[config.mk]
export PLATFORM = sky130hd
export DESIGN_NAME = multicycle_ctrl
export DESIGN_NICKNAME = d
export VERILOG_FILES = /design/src/rtl/multicycle_ctrl_pkg.sv /design/src/rtl/multicycle_ctrl.sv
export SDC_FILE = /design/constraint.sdc
export NUM_CORES = 1
export LEC_CHECK = 0
export BUFFER_PORTS_ARGS = -buffer_cell sky130_fd_sc_hd__clkbuf_2
export CAP_MARGIN = 20
export CELL_PAD_IN_SITES_DETAIL_PLACEMENT = 0
export CELL_PAD_IN_SITES_GLOBAL_PLACEMENT = 1
export CORE_ASPECT_RATIO = 0.6
export CORE_MARGIN = 8
export CORE_UTILIZATION = 36
export CTS_CLUSTER_SIZE = 28
export DETAILED_ROUTE_END_ITERATION = 16
export PLACE_DENSITY = 0.78
export SYNTH_ARGS = -nofsm -noshare
export SYNTH_HDL_FRONTEND = slang
export SYNTH_SLANG_ARGS = --single-unit
export TNS_END_PERCENT = 10
[constraint.sdc]
create_clock -name i_clk -period 2.12 [get_ports i_clk]
set_input_delay 0.424 -clock i_clk [delete_from_list [all_inputs] [get_ports i_clk]]
set_output_delay 0.424 -clock i_clk [all_outputs]
set_load 0.05 [all_outputs]
[src/rtl/multicycle_ctrl_pkg.sv]
// Shared core types package: ALU/immediate encodings plus the multi-cycle controller state and next-PC select.
// Revision: 1.0
`default_nettype none
package types;

  typedef enum logic [3:0] {
    ALU_ADD  = 4'd0,
    ALU_SUB  = 4'd1,
    ALU_AND  = 4'd2,
    ALU_OR   = 4'd3,
    ALU_XOR  = 4'd4,
    ALU_SLL  = 4'd5,
    ALU_SRL  = 4'd6,
    ALU_SRA  = 4'd7,
    ALU_SLT  = 4'd8,
    ALU_SLTU = 4'd9
  } alu_op_e;

  typedef enum logic [2:0] {
    IMM_I = 3'd0,
    IMM_S = 3'd1,
    IMM_B = 3'd2,
    IMM_U = 3'd3,
    IMM_J = 3'd4
  } imm_type_e;

  typedef enum logic [2:0] {
    FETCH  = 3'd0,
    DECODE = 3'd1,
    EXEC   = 3'd2,
    MEM    = 3'd3,
    WB     = 3'd4,
    HALT   = 3'd5
  } ctrl_state_e;

  typedef enum logic [1:0] {
    PC_PLUS4  = 2'd0,
    PC_BRANCH = 2'd1,
    PC_JAL    = 2'd2,
    PC_JALR   = 2'd3
  } pc_sel_e;

endpackage
`default_nettype wire

[src/rtl/multicycle_ctrl.sv]
// Multi-cycle RV32 sequencing controller: FETCH/DECODE/EXEC/MEM/WB with memory handshakes, HALT and instret.
// Revision: 1.0
`default_nettype none
module multicycle_ctrl
  import types::*;
#(
  parameter int INSTRET_W = 32
) (
  input  logic                 i_clk,
  input  logic                 i_rst_n,
  input  logic                 i_regWrite,
  input  logic                 i_memRead,
  input  logic                 i_memWrite,
  input  logic                 i_branch,
  input  logic                 i_jump,
  input  logic                 i_jalr,
  input  logic                 i_illegal,
  input  logic                 i_branchTaken,
  input  logic                 i_imem_ready,
  input  logic                 i_dmem_ready,
  output logic                 o_imem_req,
  output logic                 o_irWrite,
  output logic                 o_dmem_req,
  output logic                 o_dmem_we,
  output logic                 o_regfile_we,
  output logic                 o_pcWrite,
  output pc_sel_e              o_pcSel,
  output logic                 o_retire,
  output logic                 o_halted,
  output ctrl_state_e          o_state,
  output logic [INSTRET_W-1:0] o_instret
);

  ctrl_state_e state_q, state_d;
  logic        taken_q;
  logic        taken;
  logic        retire;

  assign o_state = state_q;

  always_ff @(posedge i_clk or negedge i_rst_n) begin
    if (!i_rst_n) begin
      state_q   <= FETCH;
      taken_q   <= 1'b0;
      o_instret <= '0;
    end else begin
      state_q <= state_d;
      if (state_q == EXEC) taken_q <= i_branch & i_branchTaken;
      if (retire) o_instret <= o_instret + INSTRET_W'(1);
    end
  end

  // Branch decision is live in EXEC; MEM-stage retires rely on the captured copy.
  assign taken = (state_q == EXEC) ? (i_branch & i_branchTaken) : taken_q;

  always_comb begin
    state_d      = state_q;
    o_imem_req   = 1'b0;
    o_irWrite    = 1'b0;
    o_dmem_req   = 1'b0;
    o_dmem_we    = 1'b0;
    o_regfile_we = 1'b0;
    o_halted     = 1'b0;
    retire       = 1'b0;
    case (state_q)
      FETCH: begin
        o_imem_req = 1'b1;
        if (i_imem_ready) begin
          o_irWrite = 1'b1;
          state_d   = DECODE;
        end
      end
      DECODE: state_d = i_illegal ? HALT : EXEC;
      EXEC: begin
        if (i_memRead | i_memWrite) begin
          state_d = MEM;
        end else if (i_regWrite) begin
          state_d = WB;
        end else begin
          retire  = 1'b1;
          state_d = FETCH;
        end
      end
      MEM: begin
        o_dmem_req = 1'b1;
        o_dmem_we  = i_memWrite;
        if (i_dmem_ready) begin
          if (i_memRead) begin
            state_d = WB;
          end else begin
            retire  = 1'b1;
            state_d = FETCH;
          end
        end
      end
      WB: begin
        o_regfile_we = 1'b1;
        retire       = 1'b1;
        state_d      = FETCH;
      end
      HALT: begin
        o_halted = 1'b1;
        state_d  = HALT;
      end
      default: state_d = FETCH;
    endcase
  end

  always_comb begin
    o_pcWrite = retire;
    o_retire  = retire;
    o_pcSel   = PC_PLUS4;
    if (retire) begin
      if (i_jalr)      o_pcSel = PC_JALR;
      else if (i_jump) o_pcSel = PC_JAL;
      else if (taken)  o_pcSel = PC_BRANCH;
    end
  end

endmodule
`default_nettype wire

# Word-level counts from Yosys, hierarchy flattened

Cells that the tools add are included.

Add/subtract/negate cells: 1
Eq/ne operators: 7
Multiplexer cells: 24
Bitwise logic cells: 2
Reductions and logical operators: 2

Operator list:

| operator                | count |
|---|---|
| $add A32 B1 Y32 const B | 1 |
| $mux W3                 | 6 |
| $pmux W3 S5             | 1 |
| $mux W1                 | 13 |
| $eq A3 B2 Y1 const B    | 2 |
| $eq A3 B3 Y1 const B    | 2 |
| $mux W2                 | 3 |
| $ne A2 B2 Y1 const B    | 2 |
| $eq A3 B1 Y1 const B    | 1 |
| $logic_not A3 Y1        | 1 |
| $pmux W1 S3             | 1 |
| $reduce_and A2 Y1       | 1 |
| $and A1 B1 Y1           | 1 |
| $or A1 B1 Y1            | 1 |

Register bits: 36
Input port bits: 12
Output and inout port bits: 45

# Depth between registers and ports, before layout

Word-level depth: 6
Gate-level depth with buffers: 6
Mapped depth without buffers: 5

# Least setup slack after synthesis

Ideal clock, no wire load.

Path kind: reg2out
Start point: register state_q[2] (netlist: o_state[2])
End point: output o_pcSel[0]
Arrival: 2647 ps
Setup slack: -951 ps
Cell stages (with the launch flop): 5
Path through: dfrtp_1 -> nor3b_2 -> clkbuf_1 -> nor2_1 -> a21oi_1

Cells in the longest elaborated chain, start to end: 6
Elaborated cells between the ends (all ways): 9

RTL lines:

| what                   | RTL line                                     | text |
|---|---|---|
| from (decl)            | multicycle_ctrl.sv:34                        | `ctrl_state_e state_q, state_d;` |
| from (signal assigned) | multicycle_ctrl.sv:47                        | `state_q <= state_d;` |
| $eq A3 B2 Y1           | multicycle_ctrl.sv:54, multicycle_ctrl.sv:65 |  |
| $mux W1                | multicycle_ctrl.sv:54                        | `assign taken = (state_q == EXEC) ? (i_branch & i_branchTaken) : taken_q;` |
| $mux W1                | multicycle_ctrl.sv:116                       | `else if (taken) o_pcSel = PC_BRANCH;` |
| $mux W2                | multicycle_ctrl.sv:115                       | `else if (i_jump) o_pcSel = PC_JAL;` |
| $mux W2                | multicycle_ctrl.sv:114                       | `if (i_jalr) o_pcSel = PC_JALR;` |
| $mux W2 (*)            | multicycle_ctrl.sv:113                       | `if (retire) begin` |
| to (decl)              | multicycle_ctrl.sv:27                        | `output pc_sel_e o_pcSel,` |

Every way passes the cells marked *; elsewhere a longest branch is shown, timed or not.

# Final worst setup path

Start point: register state_q[0] (netlist: o_state[0])
End point: output o_pcSel[0]

Same word-level chain as after synthesis.

==> results.sh <==
export IMPL_tritoncts_sinks=36
export IMPL_post_route_drc_count=0
export IMPL_tightestPinTransition_ps=726
export IMPL_critical_path_peak_fanout=8
export IMPL_pin_count=57
export IMPL_multiplexer_share_of_the_synthesized_area=0.00557
export IMPL_grt_first_pass_wirelength_microns=8670
export IMPL_detailed_route_wl_microns=5200
export IMPL_clock_path_buffers=2
export IMPL_timing_fmax_mhz=487
export IMPL_synthToLayoutAreaGrowth_pct=35.8
export IMPL_synth_net_count=197
export IMPL_worst_hold_path_type="input port to asynchronous set/reset pin"
export IMPL_synth_async_sr_flop_share=1.00
export IMPL_finClkSkew_ps=10.3
export IMPL_finalHoldViolations=0
export IMPL_power_share_switching=0.427
export IMPL_drt_pass1_iterations=4
export IMPL_post_synth_fa_ha_maj_area_fraction=0.00619
export IMPL_number_of_enable_type_register_cells_in_the_synthesized_netlist=0
export IMPL_grt_util_overall=0.129
export IMPL_ys_warn_count=0
export IMPL_tns_ps=0
export IMPL_antenna_violations_before_repair=0
export IMPL_cell_by_cell_trace_of_the_critical_path="buf_12 -> buf_4 -> o21a_1 -> o21ai_2 -> a21oi_4 -> buf_12"
export IMPL_place_hpwl_microns=3860
export IMPL_tritoncts="done"
export IMPL_share_clk_of_total_power=0.214
export IMPL_nFillCells=505
export IMPL_gpl_final_weighted_congestion=0.885
export IMPL_chipWidth_microns=113
export IMPL_synth_top_family_by_area="compound AO/OA/AOI/OAI gates"
export IMPL_report_final_slew_viol_count=0
export IMPL_ys_dominant_reg_cell="dfrtp_1"
export IMPL_timing_worst_setup_path_type="flop to output port"
export IMPL_outcome="finished, final reports clean"
export IMPL_cp_common_cell="buf_12"
export IMPL_r2r_cells=7
export IMPL_power_ir_vdd_worst_uv=767
export IMPL_synth_top_cells_by_area="dfrtp_1 (45%), a2111oi_2 (11%), xor2_1 (8.2%)"
export IMPL_insertion_delay_ps=280
export IMPL_grt_max_degree=29
export IMPL_post_synthesis_instance_area_sq_um=2020
export IMPL_timing_critical_path_slowest_cell_delay_ps=430
export IMPL_port_buffers=56
export IMPL_period_needed_ps=2060
export IMPL_syn_mean_instance_area_sq_um=11.0
export IMPL_fp_coreArea_sq_um=5490
export IMPL_htree_levels=2
export IMPL_layout_cells_most_common="clkbuf_2"
export IMPL_drt_iter0_drc=54
export IMPL_clk_root_buffer_cell="clkbuf_8"
export IMPL_setup_viol=0
export IMPL_detailroute_via_count=1651
export IMPL_synth_sequential_area_ratio=0.446
export IMPL_simple_gate_area_share_of_the_yosys_netlist=0.167
export IMPL_required_ps=1700
export IMPL_worst_ep_arrival_time_ps=1630
export IMPL_cts_inserted_buffers=5
export IMPL_detail_route_antenna_nets=0
export IMPL_first_global_vias=1665
export IMPL_fin_crit_sh=0.969
export IMPL_power_density_nw_per_um2=1010
export IMPL_distinct_cell_type_count_of_the_synthesized_netlist=38
export IMPL_netlist_instances=184
export IMPL_dieArea_sq_um=8350
export IMPL_die_h_microns=74.0
export IMPL_grt_setup_unrepaired="no"
export IMPL_initial_utilization=0.368
export IMPL_gr_total_overflow=0
export IMPL_most_common_layout_cells="clkbuf_2 (52), dfrtp_1 (33), buf_4 (20)"
export IMPL_p_int_mw=1.59
export IMPL_design_final_nets=272
export IMPL_maxCapViolCount=0
export IMPL_net_switching_mw=1.18
export IMPL_n_antenna_cell=0
export IMPL_timing_critical_path_from_type="flop"
export IMPL_finalHoldWorstSlack_ps=180
export IMPL_synthDominantAreaCellType="dfrtp_1"
export IMPL_timing_slew_headroom=0.516
export IMPL_synth_ff_latch_count=36
export IMPL_postCtsHoldBufs=0
export IMPL_p_comb_frac=0.463
export IMPL_power_leakage_nw=1.02
export IMPL_setup_worst_path_end_class="output port"
export IMPL_critical_path_slowest_cell="dfrtp_2"
export IMPL_routed_via_density=5.02
export IMPL_fp_row_count=21
export IMPL_sequential_cell_fraction_of_total_power=0.323
export IMPL_share_of_layout_cells_above_drive_strength_1=0.454
export IMPL_drt_wirelength_per_cell_microns=15.8
export IMPL_share_of_the_synthesized_netlist_area_taken_by_xor_and_xnor_gates=0.134
export IMPL_synth_area_in_compound_gates=0.201
export IMPL_clk_pin_slew_worst_paths_ps=80
export IMPL_synth_largest_type_area_fraction=0.446
## logic make-up after synthesis
logic type | count (synthesis)
buffers and inverters | 17
and+or+nand+nor | 57
muxes | 1
AOI/OAI and AO/OA | 41
xor gates and xnor gates | 31
DFF | 36
adders and majority gates | 1
## path summary, 6_finish.rpt
kind	slack [ps]	startpoint	to
max	60	o_state[0]	o_pcSel[0]
min	180	i_rst_n	o_instret[7]
max reg2reg	180	o_state[0]	o_instret[29]
min reg2reg	470	o_instret[31]	o_instret[31]
max in group asynchronous	1340	i_rst_n	o_instret[17]
min in group i_clk	400	i_illegal	o_state[1]
## worst max-delay path: cells and delay by family (launching register included)
family,cells,cell delay [ps]
buf+inv,3,450
flops,1,430
compound gates,3,480
## power by group through the flow
stage | sequential [mW] | clock [mW] | combinational, mW
3_5_place_dp | 0.908 | 0 | 1.11
3_3_place_gp | 0.905 | 0 | 1.11
2_1_floorplan | 1.12 | 0 | 0.533
4_1_cts | 0.896 | 0.612 | 1.17
6_report | 0.895 | 0.594 | 1.28
5_1_grt | 0.908 | 0.649 | 1.36
## synth_stat cells, drive strengths merged, types with 2 or more instances
cell type  number
a2111oi        17
a211oi          3
a21oi           4
and2            3
and3            5
and4            4
buf             6
clkbuf          3
dfrtp          36
inv             8
nand2          15
nand3           6
nand4           6
nor2            6
nor3            4
nor3b           3
o2111ai         3
o211ai          2
o21a            2
o21ai           7
xnor2          12
xor2           19
## sequential cells by signal, indices dropped and copies added, names as in the netlist
name,count
taken_q,1
o_state,3
o_instret,32
## layer usage
layer / vias up / global-route usage / wire length [microns]
li1: 836 / - / -
met1: 769 / 0.182 / 2680
met2: 42 / 0.181 / 2170
met3: 4 / 0.0446 / 307
met4: 0 / 0.0386 / 40
met5: - / 0 / 0
## stage by stage
stage	area (sq um)	utilization	cells	total power [mW]	setup slack, ps
6_report	2740	0.500	329	2.77	64.8
5_1_grt	2740	0.500	329	2.91	3.25
4_1_cts	2670	0.485	326	2.67	1.11
3_5_place_dp	2510	0.458	314	2.02	233
3_3_place_gp	2510	0.458	314	2.01	265
2_1_floorplan	2030	-	184	1.65	-333
## area by class of cell
class                      instances  area (sq um)  area share
clock inverter                     2          35.0      0.0128
sequential                        36           905       0.330
clock buffer                       6          72.6      0.0264
multi-input combinational        131          1100       0.403
timing repair buffer              77           510       0.186
tap                               69          86.3      0.0315
inverter                           8          30.0      0.0109
## timing repair
item                                    CTS  global route
buffers inserted                          4             4
endpoints found under the setup margin    4             4
gates resized for setup                   5             9
pin swaps                                 2             1
(Power assumes the default switching activity.)
